===== config.mk =====
export PLATFORM = sky130hd
export DESIGN_NAME = aes_block_loader
export DESIGN_NICKNAME = d
export VERILOG_FILES = /design/src/rtl/aes_block_loader.sv
export SDC_FILE = /design/constraint.sdc
export NUM_CORES = 1
export LEC_CHECK = 0
export BUFFER_PORTS_ARGS = -buffer_cell sky130_fd_sc_hd__buf_2
export CAP_MARGIN = 25
export CORE_MARGIN = 2
export CORE_UTILIZATION = 50
export DETAILED_ROUTE_END_ITERATION = 6
export GPL_ROUTABILITY_DRIVEN = 0
export GPL_TIMING_DRIVEN = 0
export PLACE_DENSITY = 0.83
export SLEW_MARGIN = 30
export SYNTH_ARGS = -nofsm -noshare
export SYNTH_HDL_FRONTEND = slang
export SYNTH_SLANG_ARGS = --single-unit

===== constraint.sdc =====
create_clock -name clk -period 4.6 [get_ports clk]
set_input_delay 1.38 -clock clk [delete_from_list [all_inputs] [get_ports clk]]
set_output_delay 1.38 -clock clk [all_outputs]
set_load 0.02 [all_outputs]

===== src/rtl/aes_block_loader.sv =====
// Assembles 16 ciphertext bytes into a 128-bit block and hands it to an inverse-AES core.
// Optional inter-byte timeout for partial blocks is enabled by defining AES_LOADER_TIMEOUT_EN.
module aes_block_loader #(
  parameter int unsigned TIMEOUT_CYCLES = 1000
) (
  input  logic         clk,
  input  logic         rest,
  input  logic [7:0]   byte_in,
  input  logic         byte_valid,
  output logic         byte_ready,
  output logic [127:0] block_out,
  output logic         start,
  input  logic         aes_busy,
  input  logic         aes_done,
  output logic [4:0]   byte_count,
  output logic [7:0]   block_cnt,
  output logic         timeout_err
);

  typedef enum logic [1:0] {
    COLLECT,
    ISSUE,
    WAIT_DONE
  } state_t;

  state_t         state;
  state_t         state_next;
  logic           accept;
  logic           done_evt;
  logic           timeout_hit;
  logic [127:0]   block_next;

  assign byte_ready = (state == COLLECT);
  assign start      = (state == ISSUE);
  assign accept     = byte_valid && byte_ready;
  assign done_evt   = (state == WAIT_DONE) && aes_done;

  always_ff @(posedge clk) begin
    if (rest) state <= COLLECT;
    else      state <= state_next;
  end

  always_comb begin
    state_next = state;
    case (state)
      COLLECT:   if (accept && byte_count == 5'd15) state_next = ISSUE;
      ISSUE:     if (aes_busy) state_next = WAIT_DONE;
      WAIT_DONE: if (aes_done) state_next = COLLECT;
      default:   state_next = COLLECT;
    endcase
  end

  // Byte k lands in the k-th most significant byte lane.
  always_comb begin
    block_next = block_out;
    for (int unsigned i = 0; i < 16; i++) begin
      if (byte_count == 5'(i)) block_next[127 - 8*i -: 8] = byte_in;
    end
  end

  always_ff @(posedge clk) begin
    if (rest) begin
      block_out  <= '0;
      byte_count <= '0;
      block_cnt  <= '0;
    end else if (accept) begin
      block_out  <= block_next;
      byte_count <= byte_count + 5'd1;
    end else if (done_evt) begin
      byte_count <= '0;
      block_cnt  <= block_cnt + 8'd1;
    end else if (timeout_hit) begin
      byte_count <= '0;
    end
  end

`ifdef AES_LOADER_TIMEOUT_EN
  localparam int unsigned IDLE_W = $clog2(TIMEOUT_CYCLES + 1);

  logic [IDLE_W-1:0] idle_cnt;
  logic              idle_armed;

  assign idle_armed  = (state == COLLECT) && (byte_count != 5'd0) && !accept;
  assign timeout_hit = idle_armed && (idle_cnt == IDLE_W'(TIMEOUT_CYCLES - 1));

  always_ff @(posedge clk) begin
    if (rest) begin
      idle_cnt    <= '0;
      timeout_err <= 1'b0;
    end else begin
      timeout_err <= timeout_hit;
      if (idle_armed && !timeout_hit) idle_cnt <= idle_cnt + 1'b1;
      else                            idle_cnt <= '0;
    end
  end
`else
  assign timeout_hit = 1'b0;
  assign timeout_err = 1'b0;
`endif

endmodule


==> Yosys cells after proc, flatten, opt, wreduce, memory -nomap -nowiden <==
Index checks and enable logic that the tools add are counted.
W data, S select, Z words.
{ "op_classes": {"reduce_logical": 24, "n_eq_ne": 20, "n_bitwise": 1, "mux": 6, "n_addsub": 2} }
{ "ops": {"columns": ["cell", "count"], "rows": [
  ["$eq A5 B4 Y1 const B", 8],
  ["$reduce_and A2 Y1", 17],
  ["$eq A5 B3 Y1 const B", 4],
  ["$eq A5 B2 Y1 const B", 2],
  ["$mux W5", 2],
  ["$add A8 B1 Y8 const B", 1],
  ["$mux W2", 3],
  ["$pmux W2 S3", 1],
  ["$add A5 B1 Y5 const B", 1],
  ["$eq A5 B1 Y1 const B", 1],
  ["$logic_not A5 Y1", 1],
  ["$ne A2 B1 Y1 const B", 2],
  ["$logic_and A1 B1 Y1", 3],
  ["$reduce_and A3 Y1", 1],
  ["$eq A2 B1 Y1 const B", 1],
  ["$eq A2 B2 Y1 const B", 1],
  ["$logic_not A2 Y1", 1],
  ["$ne A2 B2 Y1 const B", 1],
  ["$reduce_bool A2 Y1", 1],
  ["$not A1 Y1", 1]
]} }
{ "totals": {"wordCells": 72, "input_bits": 13, "output_inout_bits": 144, "ff_bits": 143} }

==> Depth between registers and ports, before layout <==
Gate-level depths: netlist of the first run.
{ "depth": {"depth_word": 5, "mapped_depth": 7, "mapped_depth_nobuf": 6} }

==> Worst setup path after synthesis of the first run <==
Ideal clock, no wire load.
{ "synth_path": {"path_type": "input-to-reg", "start": "in byte_valid", "end": "reg block_out[63]", "n_path_buf": 2, "arrival_time_ns": 2.260, "t_required_ns": 4.468, "stages": 5, "setup_time_ns": 0.132, "setup_slack_ns": 2.208, "cell_sequence": "nor4b_2 -> buf_4 -> buf_6 -> nand3_2 -> mux2i_1"} }
{ "synth_between": {"elab_chain_len": 2} }
{ "synth_lines": {"columns": ["item", "line", "rtl"], "rows": [
  ["start: declaration", "9", "input logic byte_valid,"],
  ["$logic_and A1 B1 Y1", "35", "assign accept = byte_valid && byte_ready;"],
  ["$reduce_and A2 Y1 (no line)", null, null],
  ["end signal: assignment", "67", "block_out <= block_next;"],
  ["end: declaration", "11", "output logic [127:0] block_out,"]
]} }
Every way passes these cells.
A chain may end at the register's enable or synchronous reset.

==> impl_metrics.toml, run 1 <==
[outcome]
status = "finished clean"

[route]
first_pass_iters = 4
drc = 0
wirelength_mm = 15.09
vias = 4507
avgRoutedWirePerCell_um = 17.30
initialDrtViolationCount = 245
via_per_inst = 5.169
postRouteAntennaNets = 0

[clocking]
cts.repair.resized = 0
numCtsBuffers = 17
cts_tree = "done"
htree_num_levels = 4
post_cts.repair.setup_buffers = 0
hold_buffers = 0
clk_path_buf_depth = 2
clkTransAtPathRegs_ps = 60
clk_latency_ps = 430
cts.sinks = 143
clock-root-buffer = "clkbuf_16"

[timing]
hold_violations = 0
setup_viol = 0
setup-tns-final_ps = 0
final-max-slew-violation-count = 0
grt_setup_unrepaired = "no"
finalCriticalPeriod_ps = 2765
tightestPinTransition_ps = 760.3
maxSlewHeadroom_pct = 49.31
fin_skew_ps = 16.60
finalCritPeriodShare_pct = 60.10
max_freq_mhz = 361.7

[worst_setup_path]
end_kind = "flop"
start_kind = "primary input"
r2r-start = "byte_count[1]"
path_max_fanout = 10
path_common_cell = "clkbuf_1"
crit_required_ps = 4850
max_stage_delay_ps = 590
crit_start = "rest"
crit_arrival_ps = 3010
crit_slowest_cell = "clkbuf_1"
critPathKind = "primary input to flop"
path_cells = "clkbuf_1, nand2b_1, clkbuf_1, mux2i_1"

[power_and_ir_drop]
p_leak_nw = 3.877
power.density_mw_per_mm2 = 386.0
peakVddDrop_uv = 282.1
finalPower_mw = 2.866

[synthesis]
synth_area_sq_mm = 0.005846
synth_area_per_cell_sq_um = 10.77
synth_fp_nets = 562
yosysUniqueCellTypes = 38
synthFlopType = "dfxtp_1"
synth_seq_area_share_pct = 48.97
syn_inst = 543
synth_edf_count = 0
ys_ff_latch = 143
async_flop_share_pct = 0
ys.warnings.count = 0

[die]
die_w_um = 112.1
core_area_sq_mm = 0.01142
die-area_sq_mm = 0.01257
num_rows = 39
initial_core_util_pct = 51.19
die_y_um = 112.1
ios = 157

[global_routing]
grt_overflow_total = 0
grt_pass1_vias = 4597
antenna_found_initial = 0
grt_use_total_pct = 23.98
grt_pass1_wl_mm = 23.54
grt_max_degree = 17

[cells_and_area]
final_layout_size_suffix_gt1_share_pct = 29.36
final_cell_mix = "buf_2 (161), dfxtp_1 (143), nand2b_1 (129), mux2i_1 (121), clkbuf_1 (30)"
diodes = 0
syn_to_final_growth_pct = 26.99
final_common_cell = "buf_2"
final_net_count = 735

[place]
hpwl_mm = 10.61
io_buffers = 154

[job]
maxCapViolations = 0

[hold_path]
min_from = "block_out[2]"
hp-class = "flop to flop"
layout make-up:
type / count / area [sq um]
fill: 907 / 3995
sequential: 143 / 2863
multi-input combinational: 356 / 2786
timing repair buffer: 154 / 770.7
clock buffer: 19 / 442.9
clock inverter: 13 / 185.2
buffer: 40 / 181.4
tap: 143 / 178.9
inverter: 4 / 15.01
critical path: cells and delay by family:
kind	cells	cell delay (ps)
buffers and inverters	2	1020
AND/OR/NAND/NOR	1	400
multiplexers	1	210
metrics by stage:
stage	hold WS [ps]	instance area [sq um]	worst slack, ps	utilization [%]	instances
floorplan	534.5	5846	2208	-	543
global placement	441.2	6795	1528	59.51	840
detailed placement	454.2	6795	1372	59.51	840
CTS	468.5	7423	1813	65.01	872
global route	487.6	7423	1802	65.01	872
finish	469.4	7423	1835	65.01	872
where the power goes:
| part | total [mW] | internal, mW | switching [mW] |
|---|---|---|---|
| logic | 0.144 | 0.0528 | 0.0916 |
| registers | 1.26 | 1.25 | 0.00745 |
| clock network | 1.46 | 0.923 | 0.540 |
registers in the layout, summed over array words and instances (netlist names):
signal      cells
state           2
block_cnt       8
byte_count      5
block_out     128
path summary, 6_finish.rpt:
path,end,slack [ps],cells past startpoint
worst min register to register,block_out[2],470,2
worst max register to register,block_out[2],2600,7
worst min-delay path,block_out[2],470,2
worst max-delay path,block_out[108],1840,4
routing by layer:
layer	track usage (%)	vias up	share of wire (%)
met5	0	-	0
met2	38.80	150	47
met3	7.883	28	7.4
met1	29.68	2150	43
li1	-	2179	-
met4	9.675	0	2.0
synthesized netlist by cell type, types with 2 or more instances:
library cell | instances | area (sq um)
nand2b_1 | 129 | 807.0
and3_1 | 3 | 18.77
nand3_4 | 8 | 140.1
or4_1 | 2 | 15.01
buf_6 | 2 | 22.52
nand3_2 | 4 | 40.04
nor2_1 | 7 | 26.28
mux2i_1 | 121 | 1211
o31ai_1 | 2 | 15.01
buf_2 | 7 | 35.03
xor2_1 | 2 | 17.52
o21ai_0 | 3 | 15.01
dfxtp_1 | 143 | 2863
ha_1 | 6 | 75.07
o211ai_1 | 2 | 15.01
a21oi_1 | 18 | 90.09
nand3_1 | 4 | 20.02
or3_1 | 5 | 31.28
nand4_2 | 3 | 37.54
nor2b_1 | 2 | 12.51
nand2_1 | 20 | 75.07
clkbuf_1 | 29 | 108.9
buf_4 | 2 | 15.01
nand4_1 | 2 | 12.51
inv_1 | 4 | 15.01
cell families after synthesis:
group,synth area share [%]
compound gates,2.547
xor+xnor,0.2997
fa+ha+maj,1.284
buf+inv,3.360
flops,48.97
mux,20.72
other cells,0.06415
simple gates,22.75
Note: power is estimated with default switching activity, not from simulation.
==> run 2: changes to the inputs <==
- CORE_UTILIZATION: 50 -> 47
- PLACE_DENSITY: 0.83 -> 0.82
- clock period: 4.6 -> 2.43 ns (I/O delays scaled with it)
==> run 2 against run 1 <==
  * Highest routed layer unchanged
  * Wire length increased by 0.59%
  * Critical path depth unchanged
  * Clock skew decreased by 2.5 ps
  * Count of clock-buffer cells in the layout decreased by 1
  * Register-to-register slack got worse by 2200 ps
  * Setup slack got worse by 1500 ps
  * Final cell count increased by 2.9%
==> impl_metrics.toml, run 2 (same netlist as run 1, synthesis figures left out) <==
[die]
die_w_um = 115.5
die-area_sq_mm = 0.01335
core_area_sq_mm = 0.01206
initial_core_util_pct = 48.46
ios = 157
die_y_um = 115.5
num_rows = 40

[worst_setup_path]
path_cells = "clkbuf_1, nand2b_1, clkbuf_1, mux2i_1"
crit_slowest_cell = "clkbuf_1"
path_max_fanout = 10
end_kind = "flop"
reg2reg_slack_ps = 410
crit_buf_inv = 2
max_stage_delay_ps = 610
start_kind = "primary input"
crit_required_ps = 2680
crit_family = "buffers and inverters"
r2r-start = "byte_count[0]"
rr_worst_depth = 7
critPathKind = "primary input to flop"
path_common_cell = "clkbuf_1"
crit_arrival_ps = 2330
rr_endpoint = "block_out[6]"

[cells_and_area]
largest_register_ffs = 128
final_common_cell = "buf_2"
fin_cells = 897
final_net_count = 735
final_layout_size_suffix_gt1_share_pct = 29.49
syn_to_final_growth_pct = 27.31
final_cell_mix = "buf_2 (161), dfxtp_1 (143), nand2b_1 (129), mux2i_1 (121), clkbuf_1 (29)"
final_area_sq_mm = 0.007442
diodes = 0
top_regs = "block_out x128, block_cnt x8, byte_count x5"
regMostFlops = "block_out"

[timing]
finalCriticalPeriod_ps = 2083
holdWs_ps = 460.4
final-max-slew-violation-count = 0
hold_violations = 0
grt_setup_unrepaired = "no"
fin_skew_ps = 14.12
tightestPinTransition_ps = 775.9
setup_viol = 0
finalCritPeriodShare_pct = 85.72
maxSlewHeadroom_pct = 48.27
fin_ws_ps = 347.0
max_freq_mhz = 480.1

[route]
postRouteAntennaNets = 0
first_pass_iters = 4
wirelength_mm = 15.18
via_per_inst = 5.012
drc = 0
initialDrtViolationCount = 246
avgRoutedWirePerCell_um = 16.92
vias = 4496

[place]
dp_cells = 865
placed_cell_area_sq_mm = 0.006827
dp_slack_ps = -33.47
hpwl_mm = 10.63
io_buffers = 154

[hold_path]
hold_path_end = "block_out[0]"
min_path_cells = 2
hp-class = "flop to flop"
min_from = "block_out[0]"

[global_routing]
grt_use_total_pct = 22.64
grt_pass1_vias = 4440
antenna_found_initial = 0
grt_pass1_wl_mm = 23.00
grt_max_degree = 17
grt_overflow_total = 0

[clocking]
clock-root-buffer = "clkbuf_16"
cts.sinks = 143
post_cts.repair.setup_buffers = 0
hold_buffers = 0
numCtsBuffers = 17
cts_tree = "done"
htree_num_levels = 4
cts.repair.resized = 0
clkTransAtPathRegs_ps = 60
clk_latency_ps = 410
clk_path_buf_depth = 2

[power_and_ir_drop]
p_leak_nw = 3.871
peakVddDrop_uv = 414.2
power.density_mw_per_mm2 = 720.1

[outcome]
status = "finished clean"

[job]
maxCapViolations = 0
[run 2: cell type report]
cell class	instances	area, sq um
Buffer	40	181.4
Clock buffer	18	439.2
Clock inverter	14	176.4
Fill cell	984	4619
Inverter	4	15.01
Multi-Input combinational cell	356	2786
Sequential cell	143	2863
Tap cell	168	210.2
Timing Repair Buffer	154	770.7
[run 2: power by group]
part,leakage (nW),internal [mW],switching (mW)
clock,0.299,1.66,1.04
sequential,1.15,2.37,0.0143
combinational,2.42,0.0999,0.176
total,3.87,4.13,1.23
[run 2: tightest hold or removal path: stages (launching register included)]
cell,delay (ps)
dfxtp_1,310
nand2_1,50
a21oi_1,60
[run 2: worst max path at each step]
| stage | start | to | slack (ps) | cells past startpoint |
|---|---|---|---|---|
| final | rest | block_out[100] | 350 | 4 |
| after global routing | byte_count[0] | block_out[6] | 250 | 7 |
| after CTS | rest | block_out[99] | 390 | 4 |
| after detailed placement | rest | block_out[21] | -30 | 4 |
| after global placement | rest | block_out[19] | 60 | 4 |
| after floorplan | byte_count[1] | block_out[2] | 570 | 7 |
[run 2: through the flow]
| step | total power [mW] | util [%] | TNS, ps |
|---|---|---|---|
| after floorplan | 2.613 | - | 0 |
| after detailed placement | 2.706 | 56.60 | -74.16 |
| after CTS | 5.390 | 61.70 | 0 |
| after global routing | 5.509 | 61.70 | 0 |
| final | 5.359 | 61.70 | 0 |
| after global placement | 2.698 | 56.60 | 0 |
[run 2: routing by layer]
metal / part of all wire, % / up-vias / track usage (%) / wire (um)
li1: - / 2179 / - / -
met1: 44 / 2159 / 28.21 / 6712
met2: 49 / 135 / 38.01 / 7398
met3: 5.3 / 23 / 5.649 / 809
met4: 1.7 / 0 / 8.353 / 258
met5: 0 / - / 0 / 0
==> run 3: changes to the inputs <==
==> constraint.sdc (replaced) <==
create_clock -name clk -period 2.43 [get_ports clk]
set_input_delay 0.1215 -clock clk [delete_from_list [all_inputs] [get_ports clk]]
set_output_delay 0.1215 -clock clk [all_outputs]
set_load 0.02 [all_outputs]
==> run 3 against run 2 <==
  * Fmax up 4.0%
  * Critical path type is now flop to flop
  * Via count increased by 0.67%
  * Count of clock-buffer cells in the layout unchanged
  * Total power rose by 0.11%
  * Largest power group unchanged
  * Critical path depth rose by 3
  * Combinational power increased by 4%
  * Sequential power barely moved
  * Utilization increased by 0.75 points
  * Sequential cell count unchanged
==> impl_metrics.toml, run 3 (same netlist as run 1, synthesis figures left out) <==
[clocking]
htree_num_levels = 4
clk_path_buf_depth = 2
clkTransAtPathRegs_ps = 60
cts_tree = "done"
numCtsBuffers = 17
clock-root-buffer = "clkbuf_16"
cts.sinks = 143
clk_latency_ps = 410
cts.repair.resized = 0

[cells_and_area]
regMostFlops = "block_out"
syn_to_final_growth_pct = 28.85
final_layout_size_suffix_gt1_share_pct = 29.13
final_cell_mix = "buf_2 (161), dfxtp_1 (143), nand2b_1 (129), mux2i_1 (121), clkbuf_1 (29)"
diodes = 0
post-route-util_pct = 62.45
largest_register_ffs = 128
top_regs = "block_out x128, block_cnt x8, byte_count x5"
final_net_count = 744
final_common_cell = "buf_2"

[die]
core_area_sq_mm = 0.01206
ios = 157
die-area_sq_mm = 0.01335
die_w_um = 115.5
die_y_um = 115.5
initial_core_util_pct = 48.46
num_rows = 40

[timing]
finalCriticalPeriod_ps = 2003
hold_violations = 0
maxSlewHeadroom_pct = 49.21
setup_viol = 0
grt_setup_unrepaired = "no"
final-max-slew-violation-count = 0
tightestPinTransition_ps = 761.9
setup-tns-final_ps = 0
fin_skew_ps = 14.81
max_freq_mhz = 499.3
finalCritPeriodShare_pct = 82.42

[route]
postRouteAntennaNets = 0
avgRoutedWirePerCell_um = 16.83
first_pass_iters = 4
wirelength_mm = 15.25
initialDrtViolationCount = 224
via_per_inst = 4.996
vias = 4526
drc = 0

[outcome]
status = "finished clean"

[power_and_ir_drop]
p_leak_nw = 3.909
clkPwrFrac_pct = 50.3
seq_power_share_pct = 44.4
p_switching_mw = 1.229
switching_share_pct = 22.91
p_int_mw = 4.136
peakVddDrop_uv = 416.1
power.density_mw_per_mm2 = 712.3
p_comb_share_pct = 5.4

[worst_setup_path]
crit_arrival_ps = 2330
critPathKind = "flop to flop"
end_kind = "flop"
path_max_fanout = 8
start_kind = "flop"
crit_required_ps = 2760
reg2reg_slack_ps = 430

[hold_path]
hp-class = "primary input to flop"

[global_routing]
grt_overflow_total = 0
grt_pass1_wl_mm = 23.20
grt_pass1_vias = 4475
grt_use_total_pct = 22.85
antenna_found_initial = 0
grt_max_degree = 17

[place]
io_buffers = 154
hpwl_mm = 10.63

[job]
maxCapViolations = 0
-- run 3: changes by cell type in the layout (fill, tap and decap cells not counted), sizes merged --
cell,before,now
dlygate4sd3,0,9
-- run 3: metrics by stage --
step / total power [mW] / hold slack [ps] / area (sq um) / std cells / setup WS [ps]
CTS: 5.401 / 77.40 / 7532 / 906 / 432.2
global placement: 2.698 / 386.7 / 6827 / 865 / 518.6
global route: 5.519 / 119.4 / 7532 / 906 / 250.3
finish: 5.365 / 93.87 / 7532 / 906 / 427.3
floorplan: 2.613 / 257.5 / 5846 / 543 / 573.4
detailed placement: 2.706 / 395.9 / 6827 / 865 / 438.4
-- run 3: repair_timing --
| item | CTS | global route |
|---|---|---|
| setup buffers | 0 | 0 |
| hold buffers | 9 | 0 |
| endpoints found under the hold margin | 10 | 0 |
-- run 3: cell type report --
class	instances	area [sq um]
plain buffers	40	181.4
clock buffers	18	439.2
clock inverters	14	176.4
fillers	969	4529
inverters	4	15.01
multi-input cells	356	2786
flip-flops and latches	143	2863
well taps	168	210.2
repair buffers	163	860.8
-- run 3: final timing paths --
| check | startpoint | endpoint | cells after the start |
|---|---|---|---|
| max | byte_count[1] | block_out[6] | 7 |
| min reg2reg | block_out[4] | block_out[4] | 2 |
| min | aes_done | state[1] | 4 |
| max reg2reg | byte_count[1] | block_out[6] | 7 |
-- run 3: power groups by stage --
stage | clock network (mW) | logic, mW | registers, mW
3_5_place_dp | 0 | 0.274 | 2.43
2_1_floorplan | 0 | 0.155 | 2.46
5_1_grt | 2.83 | 0.308 | 2.38
4_1_cts | 2.73 | 0.287 | 2.38
6_report | 2.70 | 0.288 | 2.38
3_3_place_gp | 0 | 0.268 | 2.43
-- run 3: metal layers --
layer  vias up  routed length (um)  global-route usage [%]
li1       2202                   -                       -
met1      2158                6622                   28.44
met2       144                7475                   38.40
met3        22                 889                   5.858
met4         0                 262                   8.193
met5         -                   0                       0
-- run 3: worst max-delay path, stage by stage, from the launching register on --
cell and delay [ps]:
dfxtp_1 420, ha_1 400, and3_1 210, ha_1 160
and4bb_2 220, clkbuf_1 270, nand2_1 90, a21oi_1 150
